## src/rtl/mem2axis_pkg.sv

```systemverilog
// Shared types and constants for the frame-buffer readout stage.
package mem2axis_pkg;
  localparam int BUF_DEPTH = 2;
  localparam int BUF_CNT_W = $clog2(BUF_DEPTH + 1);

  typedef enum logic [1:0] {
    IDLE  = 2'd0,
    RUN   = 2'd1,
    DRAIN = 2'd2
  } state_t;
endpackage

```

## src/rtl/axis_if.sv

```systemverilog
// AXI-Stream style bundle: data/last qualified by vld, beat transfers on vld && rdy.
interface axis_if #(parameter int DW = 32);
  logic [DW-1:0] data;
  logic          vld;
  logic          last;
  logic          rdy;

  modport out (output data, vld, last, input rdy);
  modport in  (input data, vld, last, output rdy);
endinterface

```

## src/rtl/axis_skid_fifo.sv

```systemverilog
// Two-entry FIFO for {last, data} stream words; caller never pushes when full
// (after this cycle's pop) and never pops when empty.
module axis_skid_fifo
  import mem2axis_pkg::*;
#(
  parameter int W = 33
) (
  input  logic                 clk,
  input  logic                 a_rst,
  input  logic                 push_i,
  input  logic [W-1:0]         push_data_i,
  input  logic                 pop_i,
  output logic [W-1:0]         head_o,
  output logic [BUF_CNT_W-1:0] count_o
);
  logic [W-1:0]         mem_q [BUF_DEPTH];
  logic                 wptr_q;
  logic                 rptr_q;
  logic [BUF_CNT_W-1:0] count_q;

  always_ff @(posedge clk or posedge a_rst) begin
    if (a_rst) begin
      for (int i = 0; i < BUF_DEPTH; i++) mem_q[i] <= '0;
      wptr_q  <= 1'b0;
      rptr_q  <= 1'b0;
      count_q <= '0;
    end else begin
      if (push_i) begin
        mem_q[wptr_q] <= push_data_i;
        wptr_q        <= ~wptr_q;
      end
      if (pop_i) rptr_q <= ~rptr_q;
      // Simultaneous push and pop leave the occupancy unchanged.
      case ({push_i, pop_i})
        2'b10:   count_q <= count_q + BUF_CNT_W'(1);
        2'b01:   count_q <= count_q - BUF_CNT_W'(1);
        default: count_q <= count_q;
      endcase
    end
  end

  assign head_o  = mem_q[rptr_q];
  assign count_o = count_q;
endmodule

```

## src/rtl/mem2axis.sv

```systemverilog
// Frame readout: streams words 0..len from a synchronous-read memory onto an
// AXI-Stream output, with reads paced by credits into a 2-entry buffer.
module mem2axis
  import mem2axis_pkg::*;
#(
  parameter int DW     = 32,
  parameter int ADDR_W = 10,
  parameter int DEPTH  = 16
) (
  input  logic              clk,
  input  logic              a_rst,
  input  logic              start,
  input  logic [ADDR_W-1:0] len_m1,
  output logic              busy,
  output logic              done,
  output logic              mem_ren,
  output logic [ADDR_W-1:0] mem_raddr,
  input  logic [DW-1:0]     mem_rdata,
  axis_if.out               stream_out,
  output state_t            dbg_state
);
  localparam logic [ADDR_W-1:0] LEN_MAX = ADDR_W'(DEPTH - 1);

  state_t               state_q, state_d;
  logic [ADDR_W-1:0]    len_lat_q, len_lat_d;
  logic [ADDR_W-1:0]    rd_cnt_q, rd_cnt_d;
  logic [ADDR_W-1:0]    raddr_q, raddr_d;
  logic                 done_q, done_d;
  logic                 inflight_q;
  logic                 inflight_last_q;
  logic                 issue;
  logic                 pop;
  logic                 vld;
  logic [DW:0]          head;
  logic [BUF_CNT_W-1:0] count;
  logic [BUF_CNT_W-1:0] occ_after;

  // Handshake: a beat transfers on the rising edge where vld && rdy; once vld
  // rises, data/last hold until that transfer (buffer head only moves on pop).
  assign vld = (count != '0);
  assign pop = vld && stream_out.rdy;

  // Credit check counts words buffered plus the read still in flight.
  assign occ_after = count - BUF_CNT_W'(pop) + BUF_CNT_W'(inflight_q);
  assign issue     = (state_q == RUN) && (occ_after < BUF_CNT_W'(BUF_DEPTH));

  always_comb begin
    state_d   = state_q;
    len_lat_d = len_lat_q;
    rd_cnt_d  = rd_cnt_q;
    raddr_d   = raddr_q;
    done_d    = 1'b0;
    case (state_q)
      IDLE: begin
        if (start) begin
          state_d   = RUN;
          len_lat_d = (len_m1 > LEN_MAX) ? LEN_MAX : len_m1;
          rd_cnt_d  = '0;
        end
      end
      RUN: begin
        if (issue) begin
          raddr_d = rd_cnt_q;
          if (rd_cnt_q == len_lat_q) state_d = DRAIN;
          else rd_cnt_d = rd_cnt_q + ADDR_W'(1);
        end
      end
      DRAIN: begin
        if (pop && head[DW]) begin
          state_d = IDLE;
          done_d  = 1'b1;
        end
      end
      default: state_d = IDLE;
    endcase
  end

  always_ff @(posedge clk or posedge a_rst) begin
    if (a_rst) begin
      state_q         <= IDLE;
      len_lat_q       <= '0;
      rd_cnt_q        <= '0;
      raddr_q         <= '0;
      done_q          <= 1'b0;
      inflight_q      <= 1'b0;
      inflight_last_q <= 1'b0;
    end else begin
      state_q         <= state_d;
      len_lat_q       <= len_lat_d;
      rd_cnt_q        <= rd_cnt_d;
      raddr_q         <= raddr_d;
      done_q          <= done_d;
      inflight_q      <= issue;
      inflight_last_q <= issue && (rd_cnt_q == len_lat_q);
    end
  end

  axis_skid_fifo #(.W(DW + 1)) u_fifo (
    .clk         (clk),
    .a_rst       (a_rst),
    .push_i      (inflight_q),
    .push_data_i ({inflight_last_q, mem_rdata}),
    .pop_i       (pop),
    .head_o      (head),
    .count_o     (count)
  );

  assign mem_ren         = issue;
  assign mem_raddr       = issue ? rd_cnt_q : raddr_q;
  assign busy            = (state_q != IDLE);
  assign done            = done_q;
  assign stream_out.vld  = vld;
  assign stream_out.data = head[DW-1:0];
  assign stream_out.last = head[DW] && vld;
  assign dbg_state       = state_q;
endmodule

```

## src/flat_wrapper.sv

```systemverilog
// flat-port wrapper written by rule: the top's interface ports become plain ports
module mem2axis_flat import mem2axis_pkg::*;
#(
  parameter int DW     = 32,
  parameter int ADDR_W = 10,
  parameter int DEPTH  = 16
)
  (clk, a_rst, start, len_m1, busy, done, mem_ren, mem_raddr, mem_rdata, dbg_state, stream_out_data, stream_out_vld, stream_out_last, stream_out_rdy);
  axis_if #(.DW(DW)) stream_out_i ();
  input  logic clk;
  input  logic a_rst;
  input  logic start;
  input  logic [ADDR_W-1:0] len_m1;
  output logic busy;
  output logic done;
  output logic mem_ren;
  output logic [ADDR_W-1:0] mem_raddr;
  input  logic [DW-1:0] mem_rdata;
  output state_t dbg_state;
  output wire logic [$bits(stream_out_i.data)-1:0] stream_out_data;
  output wire logic [$bits(stream_out_i.vld)-1:0] stream_out_vld;
  output wire logic [$bits(stream_out_i.last)-1:0] stream_out_last;
  input wire logic [$bits(stream_out_i.rdy)-1:0] stream_out_rdy;
  assign stream_out_data = stream_out_i.data;
  assign stream_out_vld = stream_out_i.vld;
  assign stream_out_last = stream_out_i.last;
  assign stream_out_i.rdy = stream_out_rdy;
  mem2axis #(.DW(DW), .ADDR_W(ADDR_W), .DEPTH(DEPTH)) u_core (.clk(clk), .a_rst(a_rst), .start(start), .len_m1(len_m1), .busy(busy), .done(done), .mem_ren(mem_ren), .mem_raddr(mem_raddr), .mem_rdata(mem_rdata), .stream_out(stream_out_i), .dbg_state(dbg_state));
endmodule
```

## config.mk

```make
export PLATFORM = sky130hd
export DESIGN_NAME = mem2axis_flat
export DESIGN_NICKNAME = d
export VERILOG_FILES = /design/src/rtl/mem2axis_pkg.sv /design/src/rtl/axis_if.sv /design/src/rtl/axis_skid_fifo.sv /design/src/rtl/mem2axis.sv /design/src/flat_wrapper.sv
export SDC_FILE = /design/constraint.sdc
export NUM_CORES = 1
export LEC_CHECK = 0
export BUFFER_PORTS_ARGS = -buffer_cell sky130_fd_sc_hd__buf_4
export CAP_MARGIN = 5
export CORE_MARGIN = 2
export CORE_UTILIZATION = 30
export CTS_CLUSTER_SIZE = 8
export DETAILED_ROUTE_END_ITERATION = 10
export PLACE_DENSITY = 0.56
export SYNTH_ARGS = -nofsm -noshare
export SYNTH_HDL_FRONTEND = slang
export SYNTH_SLANG_ARGS = --single-unit
```

## constraint.sdc

```tcl
create_clock -name clk -period 5.4 [get_ports clk]
set_clock_uncertainty 0.1 [all_clocks]
set_input_delay 0.81 -clock clk [delete_from_list [all_inputs] [get_ports clk]]
set_output_delay 0.81 -clock clk [all_outputs]
set_load 0.01 [all_outputs]
```

* After elaboration in Yosys (flattened, before gate mapping) *
Index checks and enable logic that the tools add are counted.

word-level totals
  bits in registers = 105
  word-level logic and storage cells = 70
  output and inout port bits = 49

cells by class
  reductions and logical operators = 14
  muxes and demuxes = 20
  equality and inequality tests = 10
  $add $sub $neg = 5
  magnitude comparators = 5
  bitwise operators = 4

operators with widths
  cell                                                         count
  two-way mux 33 bit                                           4
  bitwise mux 66 bit                                           1
  two-way mux 10 bit                                           5
  demux 33 bit (select 1 bit)                                  1
  case mux 10 bit (2 select lines)                             1
  adder 10 x 1 -> 10 bit (second input constant)               1
  equality test 10 bit                                         1
  > comparator 10 x 4 -> 1 bit (second input constant)         1
  two-way mux 2 bit                                            4
  AND reduction 4 bit                                          2
  nonzero test 2 bit                                           4
  logical AND 1 bit                                            6
  inequality test 2 bit (second input constant)                3
  case mux 2 bit (3 select lines)                              1
  equality test 2 x 1 -> 1 bit (second input constant)         2
  equality test 2 bit (second input constant)                  2
  greater-or-equal comparator 2 bit (second input constant)    2
  inequality test 2 x 1 -> 1 bit (second input constant)       2
  inverter 1 -> 2 bit                                          2
  case mux 2 bit (2 select lines)                              1
  adder 2 x 1 -> 2 bit                                         1
  adder 2 x 1 -> 2 bit (second input constant)                 1
  logical NOT 2 bit                                            1
  less-than comparator 2 x 1 -> 1 bit (second input constant)  1
  other kinds (6)                                              8

* Longest topological paths before layout *
Gate-level depths: netlist (run 1).

  depth after elaboration = 8
  mapped depth = 7
  depth with buffers taken out = 5

* Hierarchy *
From an unflattened synthesis (run 1), not the netlist that was laid out.

second synthesis, totals
  cell total of the unflattened synthesis = 382
  area, all modules = 5,084.9 µm²

modules (own cells, without submodules)
  module          times used  area an instance (µm²)  cells an instance  sequential area each (µm²)
  axis_skid_fifo  1           3,184.3                 191                1,751.7
  mem2axis        1           1,900.6                 191                875.8

* Worst setup path after synthesis (run 1) *
No wires, ideal clock.

  path type = input-to-output
  start = input port stream_out_rdy
  end = output port mem_raddr[0]
  arrival = 2.021 ns
  data required time = 4.490 ns
  setup slack = 2.469 ns
  cell stages on the path = 5
  path through = and4b_1 a211oi_2 nor2_2 buf_2 mux2_2

on the way
  word-level cells in the longest chain between the ends = 6

RTL lines
  what                        RTL line            source
  start: declaration          flat_wrapper.sv:23  input wire logic [$bits(stream_out_i.rdy)-1:0] stream_out_rdy;
  logical AND 1 bit           mem2axis.sv:41      assign pop = vld && stream_out.rdy;
  subtractor 2 x 1 -> 2 bit   mem2axis.sv:44      assign occ_after = count - BUF_CNT_W'(pop) + BUF_CNT_W'(inflight_q);
  adder 2 x 1 -> 2 bit        mem2axis.sv:44
  less-than comparator 2 bit  mem2axis.sv:45      assign issue = (state_q == RUN) && (occ_after < BUF_CNT_W'(BUF_DEPTH));
  logical AND 1 bit           mem2axis.sv:45
  net mem_ren                 flat_wrapper.sv:16  output logic mem_ren;
  two-way mux 10 bit          mem2axis.sv:109     assign mem_raddr = issue ? rd_cnt_q : raddr_q;
  end: declaration            flat_wrapper.sv:17  output logic [ADDR_W-1:0] mem_raddr;

The timed path passes the listed nets, and every way through them passes these cells.

* Final worst setup path (run 1) *
  start = input port stream_out_rdy
  end = output port mem_raddr[5]

on the way
  word-level cells in the longest chain between the ends = 6

RTL lines
  what                        RTL line
  logical AND 1 bit           mem2axis.sv:41
  subtractor 2 x 1 -> 2 bit   mem2axis.sv:44
  adder 2 x 1 -> 2 bit        mem2axis.sv:44
  less-than comparator 2 bit  mem2axis.sv:45
  logical AND 1 bit           mem2axis.sv:45
  two-way mux 10 bit          mem2axis.sv:109

No other way between the ends.

==> results of run 1 <==
## cell usage after synthesis, types with 2 or more instances
cell type,instances
nand2b_1,2
buf_1,5
or2_2,2
and3_1,8
nand2_1,16
buf_2,5
nor3_1,4
dfrtp_1,105
and2_1,7
inv_1,5
buf_6,3
xnor2_1,3
mux2i_1,3
a21oi_1,2
a221o_1,4
nor4_2,2
clkbuf_1,8
nand3_1,6
xor2_1,10
nor2b_1,2
a211o_1,2
nor2_1,16
mux2_2,119
o21ai_0,5
## worst max-delay path: stages
cell and delay [ps]:
buf_4 140, and4b_1 260, a211oi_2 60, nor2_2 790, mux2_2 420, buf_4 140
## sequential cells by signal (all words and copies together), names as in the netlist
signal	flops
u_core.u_fifo.mem_q	66
u_core.len_lat_q	10
u_core.raddr_q	10
u_core.rd_cnt_q	10
u_core.dbg_state	2
u_core.u_fifo.count_o	2
u_core.done	1
u_core.inflight_last_q	1
u_core.inflight_q	1
u_core.u_fifo.rptr_q	1
u_core.u_fifo.wptr_q	1
## layer usage
layer,up-vias,global-route usage
met5,-,0
met4,0,0.0563
met3,15,0.0271
met2,84,0.197
met1,1517,0.145
li1,1426,-
## layout make-up
| cell class | count | area [sq um] | share of cell area |
|---|---|---|---|
| Clock buffer | 11 | 253 | 0.0423 |
| Sequential cell | 105 | 2630 | 0.439 |
| Multi-Input combinational cell | 225 | 2020 | 0.338 |
| Timing Repair Buffer | 98 | 736 | 0.123 |
| Inverter | 5 | 21.3 | 0.00356 |
| Tap cell | 216 | 270 | 0.0452 |
| Clock inverter | 5 | 53.8 | 0.00900 |
## kinds of logic after synthesis
family / after synthesis
AOI/OAI and AO/OA: 17
xor gates and xnor gates: 13
muxes: 122
buffers and inverters: 26
DFF: 105
and+or+nand+nor: 72
adders and majority gates: 1
## how the worst max path moves through the flow
stage | from | end | slack [ps] | cells past startpoint
floorplan | a_rst | u_core.dbg_state[0] | 1730 | 1
global placement | stream_out_rdy | mem_raddr[7] | 1890 | 6
detailed placement | stream_out_rdy | mem_raddr[9] | 1850 | 6
CTS | stream_out_rdy | mem_raddr[9] | 1830 | 6
global route | stream_out_rdy | mem_raddr[1] | 1690 | 6
finish | stream_out_rdy | mem_raddr[5] | 1860 | 6
## metrics by stage
step                hold slack (ps)  total power, mW  worst slack [ps]  area, sq um
floorplan                       358             2.55              1730         4770
global placement                381             3.12              1890         5670
detailed placement              390             3.17              1850         5670
CTS                             406             3.86              1830         5980
global route                    415             4.06              1690         5980
finish                          403             3.79              1860         5980
## power breakdown
group          total, mW  switching [mW]  leakage, nW  internal (mW)
logic               1.78           0.749         1.32           1.03
registers           1.35           0.219         1.26           1.13
clock network      0.668           0.285        0.155          0.383
total               3.79            1.25         2.73           2.54
==> results.md, run 1 <==
* Vias in the first global route at 3215
* Simple logic cell fraction of the synthesized area at 0.0803
* GRT overflow at 0
* Die footprint at between 15000 and 20000 sq um
* Yosys warns at 0
* Initial antenna violation count at 0
* Core area at 15700 sq um
* Vias at 3042
* FF-to-FF End: u_core.rd_cnt_q[7]
* Post-Syn Area per Cell at approximately 13 sq um
* Crit Path Class: primary input to output pin
* Status: finished, final reports clean
* Post-synth ARST share at 1.00
* Post-DP HPWL at 6510 um
* TritonCTS clock tree: built
* Fin crit period at about 3500 ps
* Post-Synth XOR/XNOR Area at 0.0239
* Crit share post-route at 0.656
* Synth Area in Compound Gates at 0.0278
* FILL cells at 1554
* Post-synth EDFFs at 0
* Hold path start: u_core.u_fifo.mem_q[48]
* Reg2Reg Setup Slack at 2760 ps
* Met3 Routed Length at slightly below 500 um
* Worst vdd ir at 0.239 mV
* Worst-path clk slew at 70 ps
* WL final at around 9700 um
* R2r worst-path depth at 6
* Post-synthesis adder-cell area fraction at 0.00263
* Crit-path max FO at 21
* Most frequent cells in the layout: mux2_2, dfrtp_1, buf_4, nor2_1, nand2_1
* Initial core utilization at 0.303
* # hold bufs at CTS at 0
* RR Startpoint: u_core.inflight_q
* Hold EP: u_core.u_fifo.mem_q[48]
* Metal1 wirelength at between 4000 and 5000 um
* Detail Route met2 WL at 4530 um
* Worst min-delay path class: register to register
* TritonCTS Buffers at 9
* Seq cells post-synth at roughly 110
* Final Max Tran Viols at 0
* Die Ht at 130 um
* DR top layer: met4
* I/O Buffers at 94
* Number of failing hold endpoints at the final stage at 0
* Top cell type's share of synthesized area at 0.551
* Synth Cell Area at approximately 4800 sq um
* Synth Flop Type: dfrtp_1
* Post-Synthesis Cells at 356
* DR DRC count at 0
* Vias/cell at around 4.6
* Slew HR at 0.279
* GRT Overall Usage at 0.118
* Syn nets at ~400
* Dpl cells at ~650
* Clk buf depth at 2
* Most common cell after layout, fill and taps aside: mux2_2
* Clk Latency, worst-skew pair at 350 ps
* CP required at 4490 ps
* Share of cells above drive strength 1 at 0.543
* Fmax achieved at roughly 0.28 GHz
* Die Span X at 130 um
* Iteration-0 DRC Markers at around 110
* Detail Route Antenna Nets at 0
* Netlist cell types at 36
* Final setup fails at 0
* Worst Setup End Kind: output pin
* Max_cap viols at 0
* Post-Layout Cell Count at approximately 670
* Mux contribution to synthesized area at 0.287
* Root Driver: clkbuf_16
* Total I/O pin count at 95
* Fin nets at between 400 and 500
* TritonRoute pass-1 iters at 8
* Worst-Margin Slew at 1080 ps
* TNS Setup at 0 ps
* Critical Path AT at 2630 ps
* Final core utilization at 0.381
* Largest area contributor in the netlist: dfrtp_1
* H-tree levels at 3
* Largest net degree at the start of global routing at just under 70
* N_diodes at 0
* P&R area growth vs syn at 25.5%
* Top cells by area, synth: dfrtp_1, mux2_2, xor2_1, nand2_1, nor2_1
* Pleak at 2.73 nW
* Avg WL per Cell at about 15 um
* Crit start category: primary input
* First-pass GRT wire length at 15500 um
* Row Count at 46
* Part of the Yosys area used for sequential elements at 0.551
* # clock sinks at around 110
* RSZ-0062 raised after global routing: no
* Largest family of logic cells by synthesized area: multiplexers
* Postcts setup bufs at 0
* Hold path cells at 1
* PD cells at 634 nW/um^2
* Post-CTS Resized at 0
* Routability Congestion at around 0.74
Power figures use the tool's default switching activity.
==> run 2: changes to the inputs <==
Settings changed: PLACE_DENSITY 0.56 to 0.57.
Clock period 5.4 ns to 3.09 ns, I/O delays scaled along.
==> run 2 against run 1 <==
Against the previous run: register-to-register slack got worse by 1800 ps; via count about the same; critical path depth unchanged; clock-buffer cell count rose by 1; hold slack worse by 160 ps; global-route usage about the same; flip-flop and latch count stayed put; largest cell class unchanged; worst setup slack got worse by 1400 ps.
==> results.md, run 2 (synthesis results as in run 1) <==
* Status: finished, final reports clean (unchanged)
* Total I/O pin count at 95 (unchanged)
* Post-Layout Cell Count at 668 (was 665)
* Critical Path AT at 2100 ps (was 2630 ps)
* Dpl cells at 651 (was 649)
* H-tree levels at 3 (unchanged)
* Worst-path clk slew at 60 ps (was 70 ps)
* I/O Buffers at 94 (unchanged)
* Worst Setup End Kind: output pin (unchanged)
* Combinational Power Share at 0.474 (was 0.468)
* Hold path start: len_m1[3] (was u_core.u_fifo.mem_q[48])
* Worst path cell trace: o21ai_0 > a211oi_2 > nor2_2 > buf_4 > mux2_2 > buf_4 (was buf_4 > and4b_1 > a211oi_2 > nor2_2 > mux2_2 > buf_4)
* WL final at 9640 um (was 9660 um)
* Pleak at 2.72 nW (was 2.73 nW)
* TNS Setup at 0 ps (unchanged)
* Most frequent cells in the layout: mux2_2, dfrtp_1, buf_4, nor2_1, nand2_1 (unchanged)
* Most common cell after layout, fill and taps aside: mux2_2 (unchanged)
* Vias/cell at 4.55 (was 4.57)
* TritonRoute pass-1 iters at 4 (was 8)
* RR Startpoint: u_core.rd_cnt_q[3] (was u_core.inflight_q)
* RSZ-0062 raised after global routing: no (unchanged)
* Slew HR at 0.619 (was 0.279)
* Avg WL per Cell at 14.4 um (was 14.5 um)
* Clk Latency, worst-skew pair at 340 ps (was 350 ps)
* Worst vdd ir at 0.545 mV (was 0.239 mV)
* TritonCTS clock tree: built (unchanged)
* Sw frac at 0.335 (was 0.330)
* Post-DP HPWL at 6530 um (was 6510 um)
* Fin nets at 494 (was 491)
* Crit-path slowest cell: dfrtp_1 (was nor2_2)
* Die footprint at 16900 sq um (unchanged)
* Max reg flops at 66 (unchanged)
* Worst-Margin Slew at 571 ps (was 1080 ps)
* R2r worst-path depth at 5 (was 6)
* GRT Overall Usage at 0.119 (was 0.118)
* Post-CTS Resized at 0 (unchanged)
* First-pass GRT wire length at 15600 um (was 15500 um)
* Int Pwr at 4.35 mW (was 2.54 mW)
* Psw at 2.19 mW (was 1.25 mW)
* Final Max Tran Viols at 0 (unchanged)
* Initial antenna violation count at 0 (unchanged)
* Hold path cells at 3 (was 1)
* Row Count at 46 (unchanged)
* Most Frequent Cell on Critical Path: buf_4 (unchanged)
* DR DRC count at 0 (unchanged)
* Die Span X at 130 um (unchanged)
* CP required at 2530 ps (was 4490 ps)
* Seq pwr share at 0.362 (was 0.356)
* # hold bufs at CTS at 1 (was 0)
* Routability Congestion at 0.752 (was 0.735)
* Root Driver: clkbuf_16 (unchanged)
* Worst Setup SP: u_core.inflight_q (was stream_out_rdy)
* Crit-path max FO at 28 (was 21)
* Clk buf depth at 2 (unchanged)
* Area post-placement at 5700 sq um (was 5670 sq um)
* GRT overflow at 0 (unchanged)
* Post-Layout Inst Area at 5990 sq um (was 5980 sq um)
* Initial core utilization at 0.303 (unchanged)
* Crit share post-route at 0.864
* Crit start category: register (was primary input)
* TritonCTS Buffers at 9 (unchanged)
* # clock sinks at 105 (unchanged)
* Detail Route Antenna Nets at 0 (unchanged)
* Top reg by flops: u_core.u_fifo.mem_q (unchanged)
* Slowest stage delay, CP at 450 ps (was 790 ps)
* Worst min-delay path class: primary input to register (was register to register)
* Clk pwr share at 0.164 (was 0.176)
* Fin crit period at 2670 ps
* Final setup fails at 0 (unchanged)
* Vias in the first global route at 3188 (was 3215)
* Die Ht at 130 um (unchanged)
* Vias at 3041 (was 3042)
* N_diodes at 0 (unchanged)
* Number of failing hold endpoints at the final stage at 0 (unchanged)
* P&R area growth vs syn at 25.6% (was 25.5%)
* PD cells at 1090 nW/um^2 (was 634 nW/um^2)
* Crit Path Class: register to output pin (was primary input to output pin)
* Share of cells above drive strength 1 at 0.540 (was 0.543)
* Postcts setup bufs at 0 (unchanged)
* Fmax achieved at 0.375 GHz
* Iteration-0 DRC Markers at 122 (was 105)
* Core area at 15700 sq um (unchanged)
* Largest net degree at the start of global routing at 57 (was 69)
* Max_cap viols at 0 (unchanged)
==> run 2: final timing paths <==
| kind | end | slack (ps) |
|---|---|---|
| setup reg to reg | u_core.rd_cnt_q[7] | 1000 |
| hold reg to reg | u_core.len_lat_q[1] | 400 |
| setup / recovery | mem_raddr[8] | 420 |
| min in group asynchronous | u_core.done | 490 |
| max in group asynchronous | u_core.raddr_q[7] | 1620 |
| hold / removal | u_core.len_lat_q[3] | 250 |
==> run 2: worst max-delay path, delay by kind of cell (launching register included) <==
| kind | cells | cell delay [ps] |
|---|---|---|
| AO/OA/AOI/OAI | 2 | 380 |
| buffers and inverters | 2 | 460 |
| flip-flops | 1 | 450 |
| multiplexers | 1 | 380 |
| AND/OR/NAND/NOR | 1 | 90 |
==> run 2: routing by layer <==
metal,up-vias,share of wire,track usage,wire length [um]
met5,-,0,0,0
li1,1429,-,-,-
met3,10,0.054,0.0299,524
met4,0,0.017,0.0474,160
met1,1515,0.46,0.147,4410
met2,87,0.47,0.199,4550
==> run 2: area by class of cell <==
| type | instances | area [sq um] |
|---|---|---|
| Clock buffer | 12 | 246 |
| Inverter | 5 | 22.5 |
| Timing Repair Buffer | 101 | 773 |
| Fill cell | 1543 | 9720 |
| Multi-Input combinational cell | 225 | 2020 |
| Sequential cell | 105 | 2630 |
| Clock inverter | 4 | 28.8 |
| Tap cell | 216 | 270 |
==> run 2: stage by stage <==
stage                     power, mW  hold WS (ps)  utilization  setup slack, ps
final                          6.53           248        0.381              422
after global routing           6.99           239        0.381              268
after CTS                      6.65           241        0.381              381
after detailed placement       5.55           289        0.363              648
after global placement         5.46           288        0.363              667
after floorplan                4.45           358            -              813
==> run 2: power by group through the flow <==
stage          clock network (mW)  logic, mW  registers, mW
6_report                     1.07       3.10           2.37
5_1_grt                      1.16       3.38           2.45
4_1_cts                      1.11       3.17           2.37
3_5_place_dp                    0       3.16           2.39
3_3_place_gp                    0       3.11           2.35
2_1_floorplan                   0       2.24           2.21
==> run 3: changes to the inputs <==
Settings changed: GPL_TIMING_DRIVEN set to 0.
==> run 3 against run 2 <==
Against the previous run: critical endpoint is now mem_raddr[6]; first-iteration DRC count is 30% lower; clock-buffer cell count is 3 lower; register-to-register slack worse by 120 ps; hold slack worse by 170 ps; die area stayed put; flip-flop and latch count stayed put; critical path depth is 1 higher; final area is 1.8% higher.
==> results.md, run 3 (synthesis results as in run 1) <==
* Reg2Reg Setup Slack at 880 ps (was 1000 ps)
* Max_cap viols at 0 (unchanged)
* Clk Latency, worst-skew pair at 350 ps (was 340 ps)
* Number of failing hold endpoints at the final stage at 0 (unchanged)
* Top reg by flops: u_core.u_fifo.mem_q (unchanged)
* TNS Setup at 0 ps (unchanged)
* RR Startpoint: u_core.rd_cnt_q[7] (was u_core.rd_cnt_q[3])
* Vias/cell at 4.53 (was 4.55)
* Die footprint at 16900 sq um (unchanged)
* Final Max Tran Viols at 0 (unchanged)
* Worst-Margin Slew at 671 ps (was 571 ps)
* Die Ht at 130 um (unchanged)
* Critical Path AT at 2360 ps (was 2100 ps)
* DP Worst Slack at 322 ps (was 648 ps)
* RSZ-0062 raised after global routing: no (unchanged)
* Detail Route Antenna Nets at 0 (unchanged)
* Share of cells above drive strength 1 at 0.532 (was 0.540)
* PD cells at 1110 nW/um^2 (was 1090 nW/um^2)
* GRT overflow at 0 (unchanged)
* P&R area growth vs syn at 27.9% (was 25.6%)
* I/O Buffers at 94 (unchanged)
* Worst vdd ir at 0.478 mV (was 0.545 mV)
* TritonRoute pass-1 iters at 4 (unchanged)
* Most frequent cells in the layout: mux2_2, dfrtp_1, buf_4, nor2_1, nand2_1 (unchanged)
* # clock sinks at 105 (unchanged)
* Crit share post-route at 0.947 (was 0.864)
* Slew HR at 0.553 (was 0.619)
* Largest net degree at the start of global routing at 43 (was 57)
* Status: finished, final reports clean (unchanged)
* Fin nets at 510 (was 494)
* Worst Setup SP: u_core.inflight_q (unchanged)
* Crit-path max FO at 11 (was 28)
* GRT Overall Usage at 0.125 (was 0.119)
* Fin crit period at 2930 ps (was 2670 ps)
* FILL cells at 1575 (was 1543)
* Vias in the first global route at 3209 (was 3188)
* Clk buf depth at 2 (unchanged)
* TritonCTS clock tree: built (unchanged)
* First-pass GRT wire length at 16200 um (was 15600 um)
* Initial antenna violation count at 0 (unchanged)
* FF+latch area at 2630 sq um (unchanged)
* CP required at 2530 ps (about the same)
* H-tree levels at 3 (unchanged)
* Vias at 3100 (was 3041)
* Most common cell after layout, fill and taps aside: mux2_2 (unchanged)
* N_diodes at 0 (unchanged)
* R2r worst-path depth at 7 (was 5)
* Core area at 15700 sq um (unchanged)
* Max reg flops at 66 (unchanged)
* Row Count at 46 (unchanged)
* Worst min-delay path class: primary input to asynchronous set/reset pin (was primary input to register)
* Crit start category: register (unchanged)
* Initial core utilization at 0.303 (unchanged)
* FF-to-FF End: u_core.rd_cnt_q[3] (was u_core.rd_cnt_q[7])
* Avg WL per Cell at 14.7 um (was 14.4 um)
* TritonCTS Buffers at 9 (unchanged)
* Die Span X at 130 um (unchanged)
* Post-DP HPWL at 7250 um (was 6530 um)
* Footprint of the multi-input gates at 2020 sq um (about the same)
* Worst-path clk slew at 70 ps (was 60 ps)
* DR DRC count at 0 (unchanged)
* Total I/O pin count at 95 (unchanged)
* Routability Congestion at 0.723 (was 0.752)
* Crit Path Class: register to output pin (unchanged)
* Final setup fails at 0 (unchanged)
* Worst Setup End Kind: output pin (unchanged)
* Root Driver: clkbuf_16 (unchanged)
* WL final at 10100 um (was 9640 um)
* Crit path to: mem_raddr[6] (was mem_raddr[8])
* Iteration-0 DRC Markers at 86 (was 122)
* Final Worst Setup Slack at 163 ps (was 422 ps)
* Pleak at 2.76 nW (was 2.72 nW)
* Fmax achieved at 0.342 GHz (was 0.375 GHz)
[run 3: cell count changes in the layout (fill, tap and decap cells not counted), moves of 3 or more]
cell / delta
buf_1: +5
buf_2: +5
buf_4: -5
buf_6: +3
clkbuf_1: +6
[run 3: worst min path at each step]
stage / from / to / slack [ps] / cells past startpoint
final: a_rst / u_core.rd_cnt_q[4] / 70 / 2
after floorplan: u_core.len_lat_q[1] / u_core.len_lat_q[1] / 360 / 2
after detailed placement: u_core.u_fifo.wptr_q / u_core.u_fifo.wptr_q / 380 / 1
after global placement: u_core.u_fifo.wptr_q / u_core.u_fifo.wptr_q / 380 / 1
after global routing: a_rst / u_core.len_lat_q[5] / 110 / 2
after CTS: a_rst / u_core.len_lat_q[0] / 80 / 2
[run 3: per-layer routing]
| layer | vias up | GRT usage | wire length, um |
|---|---|---|---|
| li1 | 1465 | - | - |
| met1 | 1543 | 0.157 | 4560 |
| met2 | 76 | 0.204 | 4820 |
| met3 | 16 | 0.0295 | 473 |
| met4 | 0 | 0.0595 | 208 |
| met5 | - | 0 | 0 |
[run 3: what timing repair did]
| item | CTS | global route |
|---|---|---|
| buffers inserted | 0 | 0 |
| resized for setup | 1 | 0 |
| endpoints found under the setup margin | 2 | 0 |
| hold buffers | 0 | 0 |
[run 3: layout make-up]
class,count,share of cell area
tap,216,0.0444
sequential,105,0.431
timing repair buffer,96,0.122
multi-input combinational,225,0.331
inverter,5,0.00370
clock inverter,7,0.0127
clock buffer,9,0.0370
buffer,21,0.0177
[run 3: metrics by stage]
stage               utilization  cells  instance area (sq um)  power, mW  hold WS, ps
floorplan                     -    356                   4770       4.45          358
global placement          0.366    666                   5750       5.56          376
detailed placement        0.368    668                   5790       5.66          379
CTS                       0.388    684                   6090       6.87         76.5
global route              0.388    684                   6090       7.24          113
finish                    0.388    684                   6090       6.76         73.0
[run 3: power breakdown]
group          switching (mW)  internal (mW)  total (mW)
clock network           0.535          0.635        1.17
registers               0.298           1.98        2.28
logic                    1.45           1.86        3.31
[run 3: critical path: stages, from the launching register on]
cell and delay (ps):
dfrtp_1 360, buf_2 160, o21ai_0 210, a211oi_2 150, nor2_4 240, buf_2 330
mux2_2 400, buf_4 150
